**config.mk**
```make
export PLATFORM = sky130hd
export DESIGN_NAME = rr_mux8_arbiter
export DESIGN_NICKNAME = d
export VERILOG_FILES = /design/src/rtl/rr_mux8_arbiter_pkg.sv /design/src/rtl/rr_mux8_arbiter_mux.sv /design/src/rtl/rr_mux8_arbiter.sv
export SDC_FILE = /design/constraint.sdc
export NUM_CORES = 1
export LEC_CHECK = 0
export CORE_ASPECT_RATIO = 0.6
export CORE_MARGIN = 5
export CORE_UTILIZATION = 40
export DETAILED_ROUTE_END_ITERATION = 16
export PLACE_DENSITY = 0.77
export SYNTH_ARGS = -nofsm -noshare
export SYNTH_HDL_FRONTEND = slang
export SYNTH_SLANG_ARGS = --single-unit
```
**constraint.sdc**
```tcl
create_clock -name clk -period 3.4 [get_ports clk]
set_clock_uncertainty 0.05 [all_clocks]
set_input_delay 1.02 -clock clk [delete_from_list [all_inputs] [get_ports clk]]
set_output_delay 1.02 -clock clk [all_outputs]
set_load 0.02 [all_outputs]
```
**src/rtl/rr_mux8_arbiter_pkg.sv**
```systemverilog
// +----------------------------------------------------------------------+
// | rr_mux8_arbiter_pkg : shared types and constants for the arbiter     |
// | rev 1.0                                                               |
// +----------------------------------------------------------------------+
`default_nettype none

package rr_mux8_arbiter_pkg;

  localparam int c_num_req = 8;
  localparam int c_sel_w   = 3;
  localparam int c_cnt_w   = 4;

  typedef enum logic [0:0] {
    ARB  = 1'b0,
    XFER = 1'b1
  } state_t;

endpackage

`default_nettype wire

```
**src/rtl/rr_mux8_arbiter_mux.sv**
```systemverilog
// +----------------------------------------------------------------------+
// | genericMux8x1 : plain 8:1 word multiplexer                            |
// | rev 1.0                                                               |
// +----------------------------------------------------------------------+
`default_nettype none

module genericMux8x1 #(
  parameter int n = 8
) (
  input  logic [n-1:0] y0,
  input  logic [n-1:0] y1,
  input  logic [n-1:0] y2,
  input  logic [n-1:0] y3,
  input  logic [n-1:0] y4,
  input  logic [n-1:0] y5,
  input  logic [n-1:0] y6,
  input  logic [n-1:0] y7,
  input  logic [2:0]   sel,
  output logic [n-1:0] f
);

  always_comb begin
    f = y0;
    case (sel)
      3'd0: f = y0;
      3'd1: f = y1;
      3'd2: f = y2;
      3'd3: f = y3;
      3'd4: f = y4;
      3'd5: f = y5;
      3'd6: f = y6;
      3'd7: f = y7;
      default: f = y0;
    endcase
  end

endmodule

`default_nettype wire

```
**src/rtl/rr_mux8_arbiter.sv**
```systemverilog
// +----------------------------------------------------------------------+
// | rr_mux8_arbiter : round-robin arbiter sharing one 8:1 mux, bounded    |
// | bursts, valid/ready output with per-requester ack. rev 1.0            |
// +----------------------------------------------------------------------+
`default_nettype none

module rr_mux8_arbiter
  import rr_mux8_arbiter_pkg::*;
#(
  parameter int n         = 8,
  parameter int MAX_BURST = 4
) (
  input  logic                   clk,
  input  logic                   reset,
  input  logic [c_num_req-1:0]   req,
  input  logic [c_num_req*n-1:0] din,
  input  logic                   out_ready,
  output logic                   out_valid,
  output logic [n-1:0]           out_data,
  output logic [c_sel_w-1:0]     sel,
  output logic [c_num_req-1:0]   grant,
  output logic [c_num_req-1:0]   ack
);

  state_t               r_state, w_state_nxt;
  logic [c_sel_w-1:0]   r_ptr,   w_ptr_nxt;
  logic [c_sel_w-1:0]   r_sel,   w_sel_nxt;
  logic [c_num_req-1:0] r_grant, w_grant_nxt;
  logic [c_cnt_w-1:0]   r_cnt,   w_cnt_nxt;
  logic [c_sel_w-1:0]   w_pick;
  logic                 w_hs;

  // First set bit of r scanning p, p+1, ... with 3-bit wrap.
  function automatic logic [c_sel_w-1:0] rr_pick(input logic [c_num_req-1:0] r,
                                                 input logic [c_sel_w-1:0]   p);
    logic [c_sel_w-1:0] idx;
    rr_pick = p;
    for (int k = c_num_req - 1; k >= 0; k--) begin
      idx = p + c_sel_w'(k);
      if (r[idx]) rr_pick = idx;
    end
  endfunction

  assign w_pick    = rr_pick(req, r_ptr);
  assign out_valid = (r_state == XFER) && req[r_sel];
  // A word presented while reset is asserted is never acknowledged.
  assign w_hs      = out_valid && out_ready && !reset;
  assign ack       = w_hs ? r_grant : '0;
  assign sel       = r_sel;
  assign grant     = r_grant;

  always_comb begin
    w_state_nxt = r_state;
    w_ptr_nxt   = r_ptr;
    w_sel_nxt   = r_sel;
    w_grant_nxt = r_grant;
    w_cnt_nxt   = r_cnt;
    case (r_state)
      ARB: begin
        if (|req) begin
          w_sel_nxt   = w_pick;
          w_grant_nxt = c_num_req'(1) << w_pick;
          w_cnt_nxt   = '0;
          w_state_nxt = XFER;
        end
      end
      XFER: begin
        if (!req[r_sel]) begin
          w_state_nxt = ARB;
          w_grant_nxt = '0;
          w_ptr_nxt   = r_sel + c_sel_w'(1);
        end else if (w_hs) begin
          w_cnt_nxt = r_cnt + c_cnt_w'(1);
          if (r_cnt + c_cnt_w'(1) == c_cnt_w'(MAX_BURST)) begin
            w_state_nxt = ARB;
            w_grant_nxt = '0;
            w_ptr_nxt   = r_sel + c_sel_w'(1);
          end
        end
      end
      default: w_state_nxt = ARB;
    endcase
  end

  always_ff @(posedge clk) begin
    if (reset) begin
      r_state <= ARB;
      r_ptr   <= '0;
      r_sel   <= '0;
      r_grant <= '0;
      r_cnt   <= '0;
    end else begin
      r_state <= w_state_nxt;
      r_ptr   <= w_ptr_nxt;
      r_sel   <= w_sel_nxt;
      r_grant <= w_grant_nxt;
      r_cnt   <= w_cnt_nxt;
    end
  end

  genericMux8x1 #(
    .n (n)
  ) u_mux (
    .y0  (din[0*n +: n]),
    .y1  (din[1*n +: n]),
    .y2  (din[2*n +: n]),
    .y3  (din[3*n +: n]),
    .y4  (din[4*n +: n]),
    .y5  (din[5*n +: n]),
    .y6  (din[6*n +: n]),
    .y7  (din[7*n +: n]),
    .sel (r_sel),
    .f   (out_data)
  );

endmodule

`default_nettype wire

```
* After elaboration in Yosys (flattened, before gate mapping)
Index checks and enable logic that the tools add are counted.
** Word-level totals
- Word-level logic and storage cells :: 95
- Output and inout port bits :: 28
- Bits of input ports :: 75
- Register bits after elaboration :: 19
** Operators by class
- Multiplexer cells :: 45
- Reduce and logical (&&, ||, !) cells :: 10
- Shift operators :: 1
- Bitwise logic cells :: 1
- Eq/ne operators :: 15
- Add/sub/neg operators :: 9
- Magnitude comparators :: 9
** Operator list (count)
- 8-bit one-hot mux with 8 select lines :: 1
- 8-bit two-way mux :: 5
- 3-bit by 4-bit less-than comparator with 1-bit output, second input constant :: 9
- 3-bit two-way mux :: 11
- 1-bit binary-select mux with 3-bit select :: 9
- 8-bit one-hot mux with 2 select lines :: 1
- 1-bit two-way mux :: 13
- 3-bit adder, second input constant :: 4
- 3-bit == test, second input constant :: 4
- 4-bit two-way mux :: 3
- 3-bit AND reduction :: 3
- 4-bit one-hot mux with 2 select lines :: 1
- 8-bit OR reduction :: 1
- 1-bit by 3-bit << shifter with 8-bit output, first input constant :: 1
- 3-bit by 1-bit adder with 3-bit output, second input constant :: 2
- 3-bit by 2-bit adder with 3-bit output, second input constant :: 2
- 3-bit by 2-bit == test with 1-bit output, second input constant :: 2
- 2-bit by 1-bit inequality test with 1-bit output, second input constant :: 3
- 4-bit by 1-bit adder with 4-bit output, second input constant :: 1
- 4-bit by 3-bit == test with 1-bit output, second input constant :: 1
- 2-bit inequality test, second input constant :: 2
- 3-bit by 1-bit == test with 1-bit output, second input constant :: 1
- 1-bit logical AND :: 3
- 3-bit logical NOT :: 1
- other kinds (6) :: 6

* Longest topological paths before layout
Gate-level depths: netlist of the first run.
- Depth in word-level cells :: 14
- Gate-level depth with buffers :: 12
- Gate-level depth less buffers :: 9

* Modules after synthesis
From an unflattened synthesis of the first run, not the netlist that was laid out.
** Second synthesis, totals
- Cells, all modules :: 226
- Area, all modules :: 2344.7 um2
** By module, submodules not included
- rr_mux8_arbiter :: area an instance 1776.7 um2, cells an instance 187, sequential area each 380.4 um2, times used 1
- genericMux8x1 :: area an instance 568.0 um2, cells an instance 39, sequential area each 0.0 um2, times used 1

* Worst setup path before layout of the first run
No wires, ideal clock.
- Kind :: input-to-output
- Start point :: in req[2]
- End point :: out ack[0]
- Path slack :: -0.160 ns
- Stages on the path :: 6
- Required time :: 2.330 ns
- Path buffers :: 0
- Arrival time :: 2.490 ns
- Cells stage by stage :: mux4_2 mux2i_1 nor2b_1 nand2_1 nor2_1 and2_1
** Between the ends
- Longest elaborated chain between the ends :: 6
** Ends and longest elaborated chain
- from (decl) :: line rr_mux8_arbiter.sv:15 : input logic [c_num_req-1:0] req,
- 1-bit binary-select mux with 3-bit select :: line rr_mux8_arbiter.sv:45 : assign out_valid = (r_state == XFER) && req[r_sel];
- 1-bit two-way mux (implied by the code) :: line rr_mux8_arbiter.sv:45
- 1-bit logical AND :: line rr_mux8_arbiter.sv:45
- net out_valid :: line rr_mux8_arbiter.sv:18 : output logic out_valid,
- 1-bit logical AND (2 in series) :: line rr_mux8_arbiter.sv:47 : assign w_hs = out_valid && out_ready && !reset;
- 8-bit two-way mux :: line rr_mux8_arbiter.sv:48 : assign ack = w_hs ? r_grant : '0;
- to (decl) :: line rr_mux8_arbiter.sv:22 : output logic [c_num_req-1:0] ack
The timed path passes the listed nets, and every way through them passes these cells. The select of a mux whose other input is x is not followed.

* Final worst setup path of the first run
- Start point :: in req[3]
- End point :: out ack[5]
** Between the ends
- Longest elaborated chain between the ends :: 6
** Ends and longest elaborated chain (line)
- 1-bit binary-select mux with 3-bit select :: rr_mux8_arbiter.sv:45
- 1-bit two-way mux (implied by the code) :: rr_mux8_arbiter.sv:45
- 1-bit logical AND :: rr_mux8_arbiter.sv:45
- 1-bit logical AND (2 in series) :: rr_mux8_arbiter.sv:47
- 8-bit two-way mux :: rr_mux8_arbiter.sv:48
No other way between the ends. The select of a mux whose other input is x is not followed.

==> flow_metrics.tcl, run 1 <==
set metrics [dict create \
    status "finished with violations" \
    violations "setup timing" \
    area_delta_synth_final_pct 64.75 \
    rows 21 \
    die_y_um 68.51 \
    setup_viol 8 \
    synth_top_family_by_area "multiplexers" \
    leakagePower_nw 1.508 \
    grt.overflow.total 0 \
    internal_power_w 0.001155 \
    syn_nets 363 \
    cp.required_ns 2.33 \
    ys.flop_type "dfxtp_1" \
    cts_tree "built" \
    grt_pass1_wl_um 13500 \
    core_mm2 0.005544 \
    crit_top_cell "buf_6" \
    via_per_inst 5.856 \
    insertion_delay_ns 0.26 \
    firstDrtPassIters 4 \
    avgSynthCellArea_um2 8.209 \
    wl_um 8595 \
    hp-class "reg -> reg" \
    synth_mux_area_share_pct 24.84 \
    post_synth_num_cell_types 55 \
    layout_common_cells "74 x clkdlybuf4s50_1, 49 x buf_4, 38 x nand2_1" \
    synth_fa_ha_area_share_pct 5.482 \
    synthXorXnorAreaFrac_pct 1.535 \
    grt_max_degree 22 \
    cp_slowest_cell "mux4_2" \
    synth-edff-count 0 \
    antenna_cells 0 \
    drc 0 \
    power_w 0.002204 \
    post_cts_buffers 0 \
    num_io_pins 103 \
    reg2reg_slack_ns 0.47 \
    worst_slack_ns -0.08110 \
    cp_max_fo 8 \
    tightest_slew_ns 0.8348 \
    pwr-share-comb_pct 77.8 \
    dp_hpwl_um 6909 \
    ys_seq_area_share_pct 16.67 \
    initial_utilization_pct 41.16 \
    syn_inst 278 \
    antenna_found_initial 0 \
    hold_viol_final 0 \
    fmax_mhz 287.3 \
    crit_arrival_ns 2.41 \
    power_density_mw_per_mm2 586.3 \
    maxCapViolations 0 \
    slew_headroom_pct 43.92 \
    setup_tns_ns -0.6262 \
    pwr-share-clk_pct 7.2 \
    slew_viol_final 0 \
    num_vias 2893 \
    cp_cell_sequence "buf_6 > mux4_2 > mux2i_2 > buf_4 > nor2b_4 > nand2_2 > nor2_4 > and2_4 > buf_6" \
    gp_congestion 0.9458 \
    portBuffers 102 \
    die-area_mm2 0.007366 \
    synthArstFlopShare_pct 0 \
    crit_path_end_kind "output port" \
    track_usage_pct 22.83 \
    wl_per_cell_um 17.40 \
    nets 500 \
    holdWs_ns 0.4214 \
    synth-simple-area-share_pct 22.70 \
    vdd_ir_drop_max_mv 0.3113 \
    swShare_pct 47.62 \
    p_seq_share_pct 15.0 \
    switching_power_w 0.001050 \
    clock_sinks 19 \
    htreeDepth 1 \
    crit_path_max_incr_delay_ns 0.48 \
    period_share_pct 102.4 \
    rsz0062_at_grt "yes" \
    die_x_um 107.5 \
    synth_area_mm2 0.002282 \
    ys_warn_count 0 \
    clockBufferDepth 2 \
    root_buffer "clkbuf_8" \
    crit_type "in -> out" \
    synth_compound_area_share_pct 23.52 \
    start_kind "input pin" \
    period_minus_slack_ns 3.481 \
    tritoncts.num_buffers 3 \
    final_antenna_net_count 0 \
    drive_above_1_share_pct 30.43 \
    ys_ff_latch 19 \
    layout_commonest_cell "clkdlybuf4s50_1" \
    initialDrtViolationCount 222 \
    path_clk_slew_ns 0.08 \
    grt_pass1_vias 2814 \
]
layer usage:
| metal | share of wire [%] | vias to the layer above | track usage (%) | wire (um) |
|---|---|---|---|---|
| met5 | 0 | - | 0 | 0 |
| met2 | 47 | 164 | 38.24 | 4048 |
| met1 | 42 | 1382 | 29.61 | 3584 |
| li1 | - | 1337 | - | - |
| met3 | 10 | 10 | 7.070 | 892 |
| met4 | 0.81 | 0 | 4.409 | 70 |
repair_timing:
action                                  in CTS  in global routing
pin swaps                                   14                  9
hold buffers                                 0                  0
gates resized for setup                    123                 17
hold endpoints to repair                     0                  0
endpoints found under the setup margin      19                 16
registers in the layout, summed over array words and instances (netlist names):
signal   count
grant        8
r_cnt        4
r_ptr        3
r_state      1
sel          3
worst paths after layout:
path                                from  cells past startpoint       end
worst min register to register  grant[5]                      2  grant[5]
worst min-delay path            grant[5]                      2  grant[5]
worst max register to register  r_ptr[1]                      9  grant[5]
worst max-delay path              req[3]                      9    ack[5]
metrics by stage:
| step | std cells | setup slack [ns] | util, % | area [um^2] |
|---|---|---|---|---|
| 6_report | 494 | -0.08110 | 67.82 | 3760 |
| 5_1_grt | 494 | -0.1157 | 67.82 | 3760 |
| 4_1_cts | 494 | -0.08341 | 67.68 | 3752 |
| 3_5_place_dp | 490 | -1.021 | 66.37 | 3680 |
| 3_3_place_gp | 490 | -0.9167 | 66.37 | 3680 |
| 2_1_floorplan | 278 | 0.01532 | - | 2285 |
cells in the mapped netlist (2+ instances only):
library cell  instances  area, um^2
mux2_4                2       30.03
xor2_1                2       17.52
a31oi_1               3       18.77
or4_1                 3       22.52
mux4_1                3       78.83
and2_1               11       68.82
o22ai_1               2       12.51
clkbuf_1             11       41.29
o2111a_1              2       22.52
a221oi_1              5       43.79
mux4_2                7       157.7
nand2b_1              5       31.28
nor2b_1               2       12.51
o32ai_1               2       17.52
buf_2                 2       10.01
nor2_1               25       93.84
dfxtp_1              19       380.4
buf_6                 2       22.52
o21ai_0               5       25.02
nand4_1               2       12.51
or3_1                 3       18.77
a211oi_1              4       30.03
a222oi_1              8       80.08
a41oi_1               7       61.31
mux2_2               16       180.2
ha_1                 10       125.1
xnor2_1               2       17.52
o21ai_1               6       30.03
o31ai_1               2       15.01
buf_1                 2       7.510
nand2_1              39       146.4
a21oi_1              12       60.06
nand3_1               7       35.03
nor3_1                6       30.03
inv_1                 8       30.03
mux2i_1              12       120.1
cells by family after synthesis:
family,after synthesis
xor+xnor,4
flops,19
simple gates,109
compound gates,69
fa+ha+maj,10
mux,40
buf+inv,27
layout make-up:
cell class                 count  area [um^2]
multi-input combinational    232         1846
inverter                       9        33.78
clock buffer                   3        41.29
fill                         468         1784
clock inverter                 1        5.005
tap                           80        100.1
timing repair buffer         150         1351
sequential                    19        382.9
worst max-delay path, delay by kind of cell:
kind / cells / cell delay (ns)
buffers and inverters: 3 / 0.37
AND/OR/NAND/NOR: 4 / 0.32
multiplexers: 2 / 0.68
power groups by stage:
stage	registers [W]	logic (W)	clock network [W]
6_report	0.000330	0.00172	0.000159
5_1_grt	0.000339	0.00185	0.000173
3_3_place_gp	0.000329	0.00167	0
4_1_cts	0.000329	0.00170	0.000162
3_5_place_dp	0.000330	0.00172	0
2_1_floorplan	0.000349	0.000957	0
Note: power is estimated with default switching activity, not from simulation.
==> inputs of run 2 (changes only) <==
--- a/config.mk
+++ b/config.mk
@@ -7,9 +7,10 @@
 export LEC_CHECK = 0
 export CORE_ASPECT_RATIO = 0.6
 export CORE_MARGIN = 5
-export CORE_UTILIZATION = 40
+export CORE_UTILIZATION = 43
 export DETAILED_ROUTE_END_ITERATION = 16
-export PLACE_DENSITY = 0.77
+export PLACE_DENSITY = 0.82
 export SYNTH_ARGS = -nofsm -noshare
 export SYNTH_HDL_FRONTEND = slang
 export SYNTH_SLANG_ARGS = --single-unit
+export TNS_END_PERCENT = 5
==> run 2 against run 1 <==
Net effect: the flow still finishes with violations (setup timing); maximum frequency grew 0.25%; non-clock buffer count grew 7; combinational power is essentially flat; count of clock-buffer cells in the layout unchanged; sequential power about the same; wire length rose by 4.1%; die area down 6.2%; final area up 1.1%; critical path depth stayed put; clock power about the same.
==> flow_metrics.tcl, run 2 (synthesis results as in run 1) <==
set metrics [dict create \
    status "finished with violations" \
    violations "setup timing" \
    hp-class "reg -> reg" \
    top_usage_layer "met2" \
    rsz0062_at_grt "yes" \
    path_clk_slew_ns 0.07 \
    gp_congestion 0.8620 \
    rows 20 \
    dp_hpwl_um 7017 \
    wl_um 8946 \
    cp_cell_sequence "buf_6 > mux4_2 > mux2i_2 > buf_4 > nor2b_4 > nand2_2 > nor2_4 > and2_4 > buf_6" \
    grt_use_met1_pct 34.00 \
    swShare_pct 47.73 \
    tightest_slew_ns 0.8331 \
    clock_sinks 19 \
    critical_path.top_delay_family "multiplexers" \
    insertion_delay_ns 0.26 \
    switching_power_w 0.001057 \
    grt.overflow.total 0 \
    maxCapViolations 0 \
    period_minus_slack_ns 3.473 \
    cp.buffers_inverters 3 \
    drc 0 \
    die_y_um 66.43 \
    num_io_pins 103 \
    internal_power_w 0.001157 \
    num_vias 2931 \
    clockBufferDepth 2 \
    grt_max_degree 16 \
    holdWs_ns 0.4206 \
    power_density_mw_per_mm2 582.3 \
    via_per_inst 6.018 \
    pwr-share-comb_pct 77.8 \
    root_buffer "clkbuf_8" \
    track_usage_pct 25.30 \
    portBuffers 102 \
    setup_viol 8 \
    wl_per_cell_um 18.37 \
    antenna_cells 0 \
    crit_path_max_incr_delay_ns 0.47 \
    crit_arrival_ns 2.40 \
    p_seq_share_pct 15.0 \
    largest_register_ffs 8 \
    firstDrtPassIters 5 \
    core_mm2 0.005105 \
    slew_headroom_pct 44.03 \
    pwr-share-clk_pct 7.2 \
    layout_commonest_cell "clkdlybuf4s50_1" \
    setup_tns_ns -0.5614 \
    final_antenna_net_count 0 \
    placedInstanceArea_mm2 0.003652 \
    tritoncts.num_buffers 3 \
    die_x_um 104.1 \
    slew_viol_final 0 \
    grtUsageMet2_pct 41.90 \
    fmax_mhz 288.0 \
    design_area_mm2 0.003802 \
    initialDrtViolationCount 216 \
    initial_utilization_pct 44.71 \
    crit_path_end_kind "output port" \
    leakagePower_nw 1.561 \
    grt_pass1_wl_um 14280 \
    die-area_mm2 0.006912 \
    start_kind "input pin" \
    crit_top_cell "buf_6" \
    period_share_pct 102.1 \
    cts_tree "built" \
    layout_common_cells "74 x clkdlybuf4s50_1, 54 x buf_4, 38 x nand2_1" \
    grt_pass1_vias 2911 \
    antenna_found_initial 0 \
    drive_above_1_share_pct 31.35 \
    htreeDepth 1 \
    cp.required_ns 2.33 \
    hold_viol_final 0 \
    crit_type "in -> out" \
    cp_max_fo 8 \
    met3_usage_pct 6.439 \
    post-route-util_pct 74.49 \
    fill_cells 379 \
    worst_slack_ns -0.07258 \
    vdd_ir_drop_max_mv 0.3992 \
    area_delta_synth_final_pct 66.61 \
    cp_slowest_cell "mux4_2" \
    nets 507 \
]
## run 2: cell types whose count changed in the layout (fill, tap and decap cells not counted), sizes merged
cell           delta
buf               +6
clkbuf            +4
clkdlybuf4s15     -3
dlygate4sd2       -3
dlymetal6s2s      +3
## run 2: final timing paths
check        startpoint  endpoint  slack, ns  depth (start not counted)
min reg2reg    grant[5]  grant[5]       0.42                          2
max reg2reg      sel[0]  r_cnt[1]       0.30                         20
max              req[3]    ack[0]      -0.07                          9
min            grant[5]  grant[5]       0.42                          2
## run 2: tightest hold or removal path, delay by kind of cell, from the launching register on
kind | cells | cell delay [ns]
DFF | 1 | 0.33
and+or+nand+nor | 1 | 0.05
AOI/OAI and AO/OA | 1 | 0.05
## run 2: area by class of cell
class                      instances  area (um^2)  area share, %
tap                               66        82.58          2.172
sequential                        19        381.6          10.04
multi-input combinational        232         1829          48.11
clock inverter                     1        5.005         0.1316
clock buffer                       3        41.29          1.086
timing repair buffer             157         1429          37.58
inverter                           9        33.78         0.8884
## run 2: timing repair
| item | in CTS | in global routing |
|---|---|---|
| hold endpoints to repair | 0 | 0 |
| hold buffers | 0 | 0 |
| buffers inserted | 10 | 0 |
| gates cloned | 0 | 0 |
| endpoints found under the setup margin | 17 | 19 |
| resized for setup | 118 | 26 |
| pin swaps | 13 | 6 |
## run 2: metrics by stage
stage | total power [W] | worst slack, ns | instances
after floorplan | 0.001306 | 0.01532 | 278
after global placement | 0.001993 | -0.9176 | 473
after detailed placement | 0.002032 | -0.9747 | 473
final | 0.002214 | -0.07258 | 487
after CTS | 0.002177 | -0.07159 | 487
after global routing | 0.002361 | -0.1257 | 487
## run 2: power by group through the flow
stage	sequential, W	combinational, W	clock (W)
finish	0.000331	0.00172	0.000159
global placement	0.000329	0.00166	0
floorplan	0.000349	0.000957	0
global route	0.000340	0.00185	0.000170
detailed placement	0.000332	0.00170	0
CTS	0.000330	0.00169	0.000161
## run 2: metal layers
layer,vias to the layer above,wire length (um)
li1,1345,-
met1,1399,4012
met2,168,4043
met3,19,792
met4,0,97
met5,-,0
